### config.mk
export PLATFORM = sky130hd
export DESIGN_NAME = ba_lock_fsm
export DESIGN_NICKNAME = d
export VERILOG_FILES = /design/src/rtl/ba_lock_fsm.sv
export SDC_FILE = /design/constraint.sdc
export NUM_CORES = 1
export LEC_CHECK = 0
export BUFFER_PORTS_ARGS = -buffer_cell sky130_fd_sc_hd__buf_2
export CAP_MARGIN = 10
export CORE_MARGIN = 3
export CORE_UTILIZATION = 30
export DETAILED_ROUTE_END_ITERATION = 16
export PLACE_DENSITY_LB_ADDON = 0.3
export SETUP_SLACK_MARGIN = 0.2
export SYNTH_ARGS = -nofsm -noshare
export SYNTH_HDL_FRONTEND = slang
export SYNTH_SLANG_ARGS = --single-unit
### constraint.sdc
create_clock -name rx_clk -period 2.6 [get_ports rx_clk]
set_input_delay 0.39 -clock rx_clk [delete_from_list [all_inputs] [get_ports rx_clk]]
set_output_delay 0.39 -clock rx_clk [all_outputs]
set_load 0.005 [all_outputs]
### src/rtl/ba_lock_fsm.sv
// ba_lock_fsm: 128b/130b block alignment FSM: EIEOS search, sync-header decode, counter control and symbol assembly
module ba_lock_fsm #(
    parameter int SYMBOL_COUNT_WIDTH = 4,
    parameter int BITS_COUNT_WIDTH   = 3
) (
    input  logic                          rx_clk,
    input  logic                          rx_rst,
    input  logic                          Soft_RST_blocks,
    input  logic                          rx_bit,
    input  logic [BITS_COUNT_WIDTH-1:0]   bits_count,
    input  logic [SYMBOL_COUNT_WIDTH-1:0] symbols_count,
    output logic                          cnt_bits_en,
    output logic                          cnt_symbols_en,
    output logic                          reint_cnt_bits,
    output logic                          reint_cnt_symbols,
    output logic [7:0]                    sym_data,
    output logic                          sym_valid,
    output logic [3:0]                    sym_idx,
    output logic                          blk_type,
    output logic                          blk_start,
    output logic                          block_aligned,
    output logic                          sync_err,
    output logic                          realign
);
    typedef enum logic [1:0] {UNALIGNED, EIEOS_TAIL, SYNC_HDR, PAYLOAD} state_t;
    // Bit 0 is the oldest bit: OS header (1,0) then EIEOS symbols 0..3
    localparam logic [33:0] EIEOS_PAT = {8'hff, 8'h00, 8'hff, 8'h00, 2'b01};
    state_t      state, state_n;
    logic [32:0] hist;
    logic [7:0]  asm_q, asm_n;
    logic [3:0]  idx_n;
    logic        rst, h0, h0_n, sv_n, bt_n, bs_n, se_n, ra_n;
    logic        eieos_hit, exp_hit, last_bit;
    assign rst            = rx_rst | Soft_RST_blocks;
    assign asm_n          = {rx_bit, asm_q[7:1]};
    assign eieos_hit      = {rx_bit, hist} == EIEOS_PAT;
    assign last_bit       = bits_count == BITS_COUNT_WIDTH'(7);
    assign exp_hit        = blk_type && symbols_count == SYMBOL_COUNT_WIDTH'(3) && last_bit;
    assign block_aligned  = state != UNALIGNED;
    assign cnt_symbols_en = 1'b0;
    always_comb begin
        state_n           = state;
        cnt_bits_en       = 1'b1;
        reint_cnt_bits    = 1'b0;
        reint_cnt_symbols = 1'b0;
        h0_n              = h0;
        sv_n              = 1'b0;
        idx_n             = sym_idx;
        bt_n              = blk_type;
        bs_n              = 1'b0;
        se_n              = 1'b0;
        ra_n              = 1'b0;
        case (state)
            UNALIGNED: begin
                reint_cnt_bits    = 1'b1;
                reint_cnt_symbols = 1'b1;
                if (eieos_hit) begin
                    bt_n    = 1'b1;
                    bs_n    = 1'b1;
                    state_n = EIEOS_TAIL;
                end
            end
            EIEOS_TAIL: if (last_bit) begin
                sv_n  = 1'b1;
                idx_n = 4'(symbols_count) + 4'd4;
                if (symbols_count == SYMBOL_COUNT_WIDTH'(11)) begin
                    reint_cnt_symbols = 1'b1;
                    state_n           = SYNC_HDR;
                end
            end
            default: if (eieos_hit && !exp_hit) begin
                reint_cnt_bits    = 1'b1;
                reint_cnt_symbols = 1'b1;
                bt_n              = 1'b1;
                bs_n              = 1'b1;
                ra_n              = 1'b1;
                state_n           = EIEOS_TAIL;
            end else if (state == SYNC_HDR) begin
                if (bits_count == BITS_COUNT_WIDTH'(0)) h0_n = rx_bit;
                else if (bits_count == BITS_COUNT_WIDTH'(1)) begin
                    reint_cnt_bits = 1'b1;
                    // Valid headers differ in their two bits; H0 alone gives the type
                    if (h0 != rx_bit) begin
                        bt_n    = h0;
                        bs_n    = 1'b1;
                        state_n = PAYLOAD;
                    end else begin
                        se_n              = 1'b1;
                        reint_cnt_symbols = 1'b1;
                        state_n           = UNALIGNED;
                    end
                end
            end else if (last_bit) begin
                sv_n  = 1'b1;
                idx_n = 4'(symbols_count);
                if (symbols_count == SYMBOL_COUNT_WIDTH'(15)) begin
                    reint_cnt_symbols = 1'b1;
                    state_n           = SYNC_HDR;
                end
            end
        endcase
    end
    always_ff @(posedge rx_clk) begin
        if (rst) begin
            state     <= UNALIGNED;
            hist      <= '0;
            asm_q     <= '0;
            h0        <= 1'b0;
            sym_data  <= '0;
            sym_valid <= 1'b0;
            sym_idx   <= '0;
            blk_type  <= 1'b0;
            blk_start <= 1'b0;
            sync_err  <= 1'b0;
            realign   <= 1'b0;
        end else begin
            state     <= state_n;
            hist      <= {rx_bit, hist[32:1]};
            asm_q     <= asm_n;
            h0        <= h0_n;
            sym_data  <= sv_n ? asm_n : sym_data;
            sym_valid <= sv_n;
            sym_idx   <= idx_n;
            blk_type  <= bt_n;
            blk_start <= bs_n;
            sync_err  <= se_n;
            realign   <= ra_n;
        end
    end
endmodule
; ---- After elaboration in Yosys (flattened, before gate mapping)
; Cells that the tools add are included.
[totals]
regBits = 61
input_bits = 11
output_inout_bits = 22
wordCells = 105
[op_classes]
addsub = 1
n_eq_ne = 17
muxes = 50
bitwise = 6
n_reduce_logical = 20
[ops]
columns = cell, count
row1 = "== test 34 bit, second input constant", 1
row2 = 2-to-1 mux 1 bit, 29
row3 = 2-to-1 mux 2 bit, 10
row4 = 2-to-1 mux 4 bit, 4
row5 = nonzero test 3 bit, 4
row6 = one-hot mux 1 bit (2 select lines), 5
row7 = "== test 4 bit, second input constant", 2
row8 = one-hot mux 4 bit (2 select lines), 1
row9 = AND reduction 7 bit, 1
row10 = "inequality test 2 bit, second input constant", 3
row11 = AND reduction 6 bit, 1
row12 = "inequality test 5 x 2 -> 1 bit, second input constant", 1
row13 = "inequality test 5 x 3 -> 1 bit, second input constant", 1
row14 = inverter 1 bit, 5
row15 = AND reduction 5 bit, 1
row16 = nonzero test 5 bit, 1
row17 = OR reduction 5 bit, 1
row18 = "adder 4 x 3 -> 4 bit, second input constant", 1
row19 = "== test 4 x 2 -> 1 bit, second input constant", 1
row20 = "inequality test 2 x 1 -> 1 bit, second input constant", 2
row21 = one-hot mux 2 bit (2 select lines), 1
row22 = AND reduction 4 bit, 1
row23 = nonzero test 4 bit, 1
row24 = "== test 3 x 1 -> 1 bit, second input constant", 1
row25 = 13 further kinds, 15

; ---- Depth between registers and ports, before layout
; Gate-level depths: netlist of the first run.
[logic_depth]
word_depth = 7
ltp_mapped = 8

; ---- Worst setup path after synthesis of the first run
; OpenSTA, ideal clock, no wires.
[synth_timing]
path_kind = reg2out
from = register hist[7]
to = output reint_cnt_symbols
t_arrival_ns = 1.573
setup_slack_ns = 0.637
path_stages_with_launch = 5
path_buffers = 0
cell_sequence = dfxtp_1 or4_4 nor4_4 nand4_1 a32oi_1
[synth_via]
elab_chain_cells = 4
[synth_lines]
columns = element, line
row1 = from (decl), 29  ; logic [32:0] hist;
row2 = from (signal assigned), 118  ; hist <= {rx_bit, hist[32:1]};
row3 = == test 34 bit, 36  ; assign eieos_hit = {rx_bit, hist} == EIEOS_PAT;
row4 = logical AND 1 bit, 71  ; default: if (eieos_hit && !exp_hit) begin
row5 = 2-to-1 mux 1 bit, 71
row6 = one-hot mux 1 bit (2 select lines), 53  ; case (state)
row7 = to (decl), 15  ; output logic reint_cnt_symbols,
; No other way between the ends.

; ---- Worst setup path after layout of the first run
[layout_timing]
from = register hist[20]
to = output reint_cnt_symbols
; The elaborated chain is that of the path after synthesis.

==> results.yml, run 1 <==
critical_path:
  cp_top_family: "simple AND/OR/NAND/NOR gates"
  required_ps: 2210
  start_kind: "flip-flop"
  cpMaxStageDelayCell: "or4b_4"
  crit_path_end_kind: "output pin"
  cp_cell_sequence: "or4b_4 -> nor4_4 -> nand4_1 -> a32oi_1 -> buf_2"
  cp_num_buf_inv: 1
  cp_slowest_stage_delay_ps: 550
  cp.arrival_ps: 2070
  worstPathMaxFanout: 3
  crit_type: "reg2out"
timing:
  whs_ps: 332.7
  rsz0062_at_grt: "yes"
  tightest_slew_ps: 510.2
  skew_ps: 10.98
  relSlewSlack_pct: 65.68
  period_share_pct: 94.47
  fmax_mhz: 407.1
  worst_slack_ps: 143.7
  fin_crit_ps: 2456
  finalMaxSlewViolations: 0
  fin_tns_setup_ps: 0
  final-hold-violation-count: 0
  setup_viol: 0
place:
  place.gp.congestion: 0.8686
  hpwl_um: 3203
  numPortBuffers: 30
  place_ws_ps: 322.6
  dpl.cell_count: 308
floorplanning:
  initial_core_util_pct: 31.99
  die_h_um: 89.46
  pin_count: 33
  die_w_um: 89.46
  rows: 29
  coreArea_mm2: 0.006531
  die-area_mm2: 0.008002
synth:
  ys_async_sr_fraction_pct: 0
  netlist_instances: 208
  yosys.area.top_type: "dfxtp_1"
  synth.avg_cell_area_um2: 10.05
  synth_top_family_by_area: "simple AND/OR/NAND/NOR gates"
  synth_fa_ha_area_share_pct: 1.796
  synth-main-ff-cell: "dfxtp_1"
  yosys_register_bits: 53
  synth_nets: 222
  yosys.area.top_type_share_pct: 50.78
  ys_seq_area_share_pct: 50.78
  synth_top_cells_by_area: "dfxtp_1, and2_1, nand2_1"
  synth-compound-area-share_pct: 8.563
  synth_cell_types: 50
  synth-warning-count: 0
  synthSimpleGateAreaFrac_pct: 31.20
  syn_area_mm2: 0.002090
  synth_enable_flop_cells: 0
  synthXorXnorAreaFrac_pct: 0.8383
  synth_mux_area_share_pct: 2.874
routing:
  avgViaCountPerCell: 4.854
  wl_um: 4490
  drt_first_pass_iters: 4
  ant_nets: 0
  drc: 0
  post_drt_wl_per_cell_um: 13.90
  vias: 1568
  drt_iter0_drc: 92
global_routing:
  antenna_found_initial: 0
  grt_max_degree: 21
  grt_usage_pct: 12.20
  grt_pass1_vias: 1533
  overflow: 0
  grt_pass1_wl_um: 7403
flow_run:
  timing.max_cap.violations: 0
clocking:
  path_clk_slew_ps: 100
  clkLatencyLatePin_ps: 310
  cts_sinks: 53
  cts_root_buffer: "clkbuf_8"
  tritoncts: "yes"
  ctsHtreeMaxLevel: 2
  cts_buffers: 5
  cts.path.max_buffers: 2
worst_hold_path:
  holdCritPathClass: "in2reg"
final_layout:
  synthToLayoutAreaGrowth_pct: 20.84
  layout.cells.non_filler: 323
  drive_gt1_share_pct: 28.46
  diodes: 0
  nets: 259
power:
  power.leakage_uw: 0.001139
  p_total_uw: 1518
  vdd_ir_drop_max_uv: 239.9
  p_per_area_mw_per_mm2: 601.3
outcome:
  status: "finished, final reports clean"
[worst register-to-register path, delay by kind of cell, from the launching register on]
| kind | cells | cell delay (ps) |
|---|---|---|
| and+or+nand+nor | 5 | 1480 |
| buffers and inverters | 3 | 400 |
| DFF | 1 | 320 |
[through the flow]
stage	area, um2	utilization (%)
after floorplan	2090	-
after global placement	2305	35.29
after detailed placement	2305	35.29
after CTS	2502	38.31
after global routing	2525	38.66
final	2525	38.66
[worst paths after layout]
check | from | end | slack [ps] | cells past startpoint
max | hist[20] | reint_cnt_symbols | 140 | 5
min | Soft_RST_blocks | realign | 330 | 2
max reg2reg | hist[2] | state[0] | 320 | 8
min reg2reg | hist[6] | hist[5] | 450 | 1
[state kept, by name (all words and copies together), names as in the netlist, 2 cells and up]
register,count
hist,33
state,2
sym_data,8
sym_idx,4
[routing by layer]
| metal | global-route usage [%] | vias to the layer above | part of all wire [%] |
|---|---|---|---|
| li1 | - | 795 | - |
| met5 | 0 | - | 0 |
| met2 | 16.21 | 46 | 40 |
| met1 | 18.16 | 718 | 53 |
| met4 | 5.683 | 0 | 1.5 |
| met3 | 3.041 | 9 | 5.5 |
[cell type report]
type                       instances  area, um2
tap                               77      96.34
inverter                           5      18.77
sequential                        53       1066
clock inverter                     3      65.06
fill                             651       4006
multi-input combinational        140      984.7
timing repair buffer              40      225.2
clock buffer                       5      68.82
[cell usage in the layout, fill, tap and decap left out, types with 2 or more instances in the layout]
cell and n:
nor4_1 2, nor4_4 2, bufinv_16 2, or4b_4 2, o21a_1 2, and2_1 32, and3_1 9, dfxtp_1 49
nand3_1 5, nand4_1 5, dfxtp_2 4, inv_1 5, a31o_1 7, nor2b_1 2, a31oi_1 5, o21ai_0 2
clkbuf_8 5, nand2_1 20, xnor2_1 2, mux2i_1 6, conb_1 2, buf_4 10, nor3_1 2, buf_2 30
ha_1 3, nor2_1 4
[cells by family (layout without fill, tap and decap cells)]
family                     count (synthesis)  in the layout
and+or+nand+nor                          103            103
DFF                                       53             53
AOI/OAI and AO/OA                         24             24
buffers and inverters                     15             53
muxes                                      6              6
adders and majority gates                  3              3
other                                      2              2
xor gates and xnor gates                   2              2
[report_power, final]
group / switching (uW) / internal [uW]
Combinational: 30.6 / 17.0
Sequential: 0.459 / 812
Clock: 276 / 383
[cell usage after synthesis (2+ instances only)]
cell and instances:
nor3_1 2, nand4_1 5, nor3b_1 2, nand2_1 20
nand3_1 5, a31o_1 7, mux2i_1 6, inv_1 5
dfxtp_1 53, nor4_1 2, and2_1 32, clkbuf_1 7
xnor2_1 2, conb_1 2, and3_1 9, o21a_1 2
buf_4 2, a31oi_1 5, nor2b_1 2, ha_1 3
o21ai_0 2, nor2_1 5
[timing repair]
item,CTS,global route
setup endpoints to repair,2,3
hold buffers,0,0
resized for setup,5,4
hold endpoints to repair,0,0
pin swaps,3,6
buffers inserted,5,2
(Power assumes the default switching activity.)
==> run 2, diff against run 1 <==
CTS_CLUSTER_SIZE = 40   (was unset)
PLACE_DENSITY = 0.49   (was unset)
PLACE_DENSITY_LB_ADDON = unset   (was 0.3)
==> run 2 against run 1 <==
Effect of this change:
- clock skew down 3.2 ps
- sequential power about the same
- core utilization decreased by 1.1 points
- global-route usage fell by 0.30 points
- critical path depth unchanged
- clock power decreased by 24%
- final cell count shrank 1.5%
- register-to-register slack improved by 110 ps
- count of clock-buffer cells in the layout up 1
- largest power group unchanged
- highest routed layer unchanged
==> results.yml, run 2 (synthesized netlist as in run 1, its figures left out) <==
timing:
  period_share_pct: 95.14
  tightest_slew_ps: 545.1
  skew_ps: 7.767
  finalMaxSlewViolations: 0
  final-hold-violation-count: 0
  fin_crit_ps: 2474
  worst_slack_ps: 126.3
  relSlewSlack_pct: 63.33
  fmax_mhz: 404.3
  setup_viol: 0
  rsz0062_at_grt: "yes"
worst_hold_path:
  holdCritPathClass: "in2reg"
  holdPathStages: 2
routing:
  wl_um: 4357
  drt_iter0_drc: 69
  post_drt_wl_per_cell_um: 13.70
  vias: 1540
  drc: 0
  avgViaCountPerCell: 4.843
  drt_first_pass_iters: 5
  ant_nets: 0
critical_path:
  crit_type: "reg2out"
  cp_top_family: "simple AND/OR/NAND/NOR gates"
  cpMaxStageDelayCell: "or4_4"
  required_ps: 2210
  crit_cells: 5
  r2r_cells: 7
  cp_slowest_stage_delay_ps: 550
  cp_cell_sequence: "or4_4 -> nor4_4 -> nand4_1 -> a32oi_1 -> buf_2"
  worstPathMaxFanout: 3
  cp_num_buf_inv: 1
  cp.arrival_ps: 2080
  start_kind: "flip-flop"
  crit_path_end_kind: "output pin"
clocking:
  cts_hold_buf: 0
  clkLatencyLatePin_ps: 300
  cts_sinks: 53
  cts.path.max_buffers: 2
  tritoncts: "yes"
  cts_buffers: 5
  ctsHtreeMaxLevel: 2
  cts_root_buffer: "clkbuf_8"
  path_clk_slew_ps: 100
final_layout:
  fill_cells: 664
  ff_latch_area_mm2: 0.001062
  nets: 254
  reg.largest.list: "hist x33, sym_data x8, sym_idx x4"
  multiInputGateArea_um2: 987.2
  largest_reg_flops: 33
  largest_register: "hist"
  final_cell_mix: "dfxtp_1, and2_1, buf_2, nand2_1, and3_1"
  final_area_mm2: 0.002452
  synthToLayoutAreaGrowth_pct: 17.37
  drive_gt1_share_pct: 25.73
  final_common_cell: "dfxtp_1"
  diodes: 0
place:
  numPortBuffers: 30
  postPlaceCellArea_mm2: 0.002297
  hpwl_um: 3152
  place_ws_ps: 253.2
  place.gp.congestion: 0.8173
global_routing:
  grt_pass1_vias: 1424
  overflow: 0
  grt_pass1_wl_um: 7120
  grt_max_degree: 37
  grt_usage_pct: 11.90
  antenna_found_initial: 0
floorplanning:
  die_h_um: 89.46
  die-area_mm2: 0.008002
  initial_core_util_pct: 31.99
  pin_count: 33
  die_w_um: 89.46
  rows: 29
  coreArea_mm2: 0.006531
flow_run:
  timing.max_cap.violations: 0
power:
  p_per_area_mw_per_mm2: 554.2
  power.leakage_uw: 0.001098
  vdd_ir_drop_max_uv: 241.3
  p_total_uw: 1359
outcome:
  status: "finished, final reports clean"
## run 2: per-layer routing
layer | up-vias | global-route usage (%) | part of all wire, %
met5 | - | 0 | 0
met4 | 0 | 4.601 | 1.8
met3 | 9 | 3.318 | 6.0
met2 | 43 | 16.08 | 41
met1 | 708 | 17.69 | 52
li1 | 780 | - | -
## run 2: report_power, final
group	switching [uW]	internal, uW
clock	280	222
combinational	28.9	15.3
sequential	0.506	812
## run 2: area by class of cell
class	instances	area share, %
well taps	77	3.929
flip-flops and latches	53	43.32
multi-input cells	140	40.26
clock inverters	2	0.7143
clock buffers	6	3.367
inverters	5	0.7653
repair buffers	35	7.653
## run 2: what timing repair did
item                       4_1_cts  5_1_grt
setup endpoints to repair        2        3
buffers inserted                 3        0
hold endpoints to repair         0        0
pin swaps                        3        1
gates cloned                     0        0
gates resized for setup          4        3
## run 2: per-stage QoR
| step | util, % | TNS [ps] | std cells | hold slack [ps] |
|---|---|---|---|---|
| after floorplan | - | 0 | 208 | 420.2 |
| after global placement | 35.17 | 0 | 307 | 434.6 |
| after detailed placement | 35.17 | 0 | 307 | 433.9 |
| after CTS | 37.28 | 0 | 318 | 308.2 |
| after global routing | 37.55 | -9.120 | 318 | 321.4 |
| final | 37.55 | 0 | 318 | 327.8 |
## run 2: worst paths after layout
check	end	slack (ps)	start
setup / recovery	reint_cnt_symbols	130	hist[7]
setup reg to reg	blk_type	430	hist[7]
hold reg to reg	hist[3]	450	hist[4]
hold / removal	state[1]	330	rx_rst
==> run 3, diff against run 2 <==
clock period = 2.8 ns   (was 2.6 ns; I/O delays follow)
==> run 3 against run 2 <==
Effect of this change:
- highest routed layer unchanged
- combinational power down 4.8%
- cell area decreased by 2.0%
- flip-flop and latch count unchanged
- count of clock-buffer cells in the layout unchanged
- critical path depth did not move
- power shrank 9.7%
- first-iteration DRC count up 7.2%
- critical path type unchanged
- routed wire length fell by 0.30%
- clock power shrank 14%
- worst setup slack improved by 130 ps
==> results.yml, run 3 (synthesized netlist as in run 1, its figures left out) <==
outcome:
  status: "finished, final reports clean"
timing:
  fin_tns_setup_ps: 0
  finalMaxSlewViolations: 0
  whs_ps: 363.7
  final-hold-violation-count: 0
  skew_ps: 5.932
  fin_crit_ps: 2543
  fmax_mhz: 393.3
  rsz0062_at_grt: "yes"
  setup_viol: 0
  period_share_pct: 90.81
routing:
  ant_nets: 0
  drt_first_pass_iters: 4
  avgViaCountPerCell: 4.864
  post_drt_wl_per_cell_um: 13.70
  drc: 0
  wl_um: 4344
  vias: 1542
  drt_iter0_drc: 74
power:
  seq_power_share_pct: 61.5
  power.switching_uw: 279.2
  power.leakage_uw: 0.001060
  p_comb_share_pct: 3.4
  power.internal_uw: 947.6
  pwr-share-clk_pct: 35.1
  vdd_ir_drop_max_uv: 197.0
  switching_share_pct: 22.76
  p_total_uw: 1227
  p_per_area_mw_per_mm2: 510.4
place:
  numPortBuffers: 30
  place.gp.congestion: 0.8133
  hpwl_um: 3134
  dpl.cell_count: 307
floorplanning:
  die-area_mm2: 0.008002
  coreArea_mm2: 0.006531
  die_h_um: 89.46
  rows: 29
  die_w_um: 89.46
  initial_core_util_pct: 31.99
  pin_count: 33
critical_path:
  reg2reg_slack_ps: 670
  cp.arrival_ps: 2120
  cp-startpoint: "hist[2]"
  timing.rr.start: "hist[2]"
  required_ps: 2380
  r2r_cells: 5
  crit_type: "reg2out"
  start_kind: "flip-flop"
  crit_path_end_kind: "output pin"
  worstPathMaxFanout: 3
  r2r_end: "sym_data[7]"
  crit_path_end: "reint_cnt_symbols"
clocking:
  path_clk_slew_ps: 100
  cts_sinks: 53
  cts_buffers: 5
  clkLatencyLatePin_ps: 310
  tritoncts: "yes"
  cts_root_buffer: "clkbuf_8"
  ctsHtreeMaxLevel: 2
  cts.path.max_buffers: 2
global_routing:
  antenna_found_initial: 0
  grt_pass1_vias: 1505
  grt_max_degree: 37
  grt_usage_pct: 11.89
  overflow: 0
  grt_pass1_wl_um: 7307
flow_run:
  timing.max_cap.violations: 0
final_layout:
  reg.largest.list: "hist x33, sym_data x8, sym_idx x4"
  final_common_cell: "dfxtp_1"
  largest_reg_flops: 33
  drive_gt1_share_pct: 24.58
  nets: 253
  diodes: 0
  synthToLayoutAreaGrowth_pct: 15.03
  layout.cells.non_filler: 317
  fin_util_pct: 36.80
  final_cell_mix: "dfxtp_1, and2_1, buf_2, nand2_1, and3_1"
  largest_register: "hist"
worst_hold_path:
  holdCritPathClass: "in2reg"
  holdPathStages: 2
run 3: power by group through the flow:
stage / Sequential, uW / Clock [uW] / Combinational (uW)
floorplan: 772 / 0 / 23.3
global placement: 772 / 0 / 42.2
detailed placement: 772 / 0 / 41.7
CTS: 755 / 450 / 41.9
global route: 755 / 480 / 47.7
finish: 754 / 430 / 42.1
run 3: final cells by class:
type / count / area [um2]
Clock inverter: 2 / 13.76
Timing Repair Buffer: 34 / 180.2
Multi-Input combinational cell: 140 / 958.4
Tap cell: 77 / 96.34
Inverter: 5 / 18.77
Fill cell: 685 / 4128
Sequential cell: 53 / 1064
Clock buffer: 6 / 72.57
run 3: timing repair:
item / in CTS / in global routing
setup endpoints to repair: 0 / 2
hold buffers: 0 / 0
hold endpoints to repair: 0 / 0
buffers inserted: 0 / 2
resized for setup: 0 / 3
run 3: metal layers:
metal / wire, um / vias to the layer above / track usage, %
met5: 0 / - / 0
met1: 2321 / 718 / 17.24
met2: 1751 / 37 / 16.95
li1: - / 780 / -
met3: 210 / 7 / 3.134
met4: 60 / 0 / 4.060
run 3: how the worst min path moves through the flow:
| stage | to | start |
|---|---|---|
| global placement | hist[1] | hist[2] |
| floorplan | hist[3] | hist[4] |
| global route | state[1] | Soft_RST_blocks |
| detailed placement | hist[9] | hist[10] |
| CTS | sym_valid | rx_rst |
| finish | sym_valid | rx_rst |
run 3: per-stage QoR:
step / cell area (um2) / worst slack [ps]
2_1_floorplan: 2090 / 806.8
3_3_place_gp: 2297 / 529.6
3_5_place_dp: 2297 / 491.0
4_1_cts: 2384 / 203.7
5_1_grt: 2404 / 78.12
6_report: 2404 / 257.4
run 3: worst max-delay path: stages (launching register included):
cell and delay [ps]:
dfxtp_2 330, or4bb_4 540, nor4_4 360, nand4_1 200, a32oi_1 250, buf_2 140
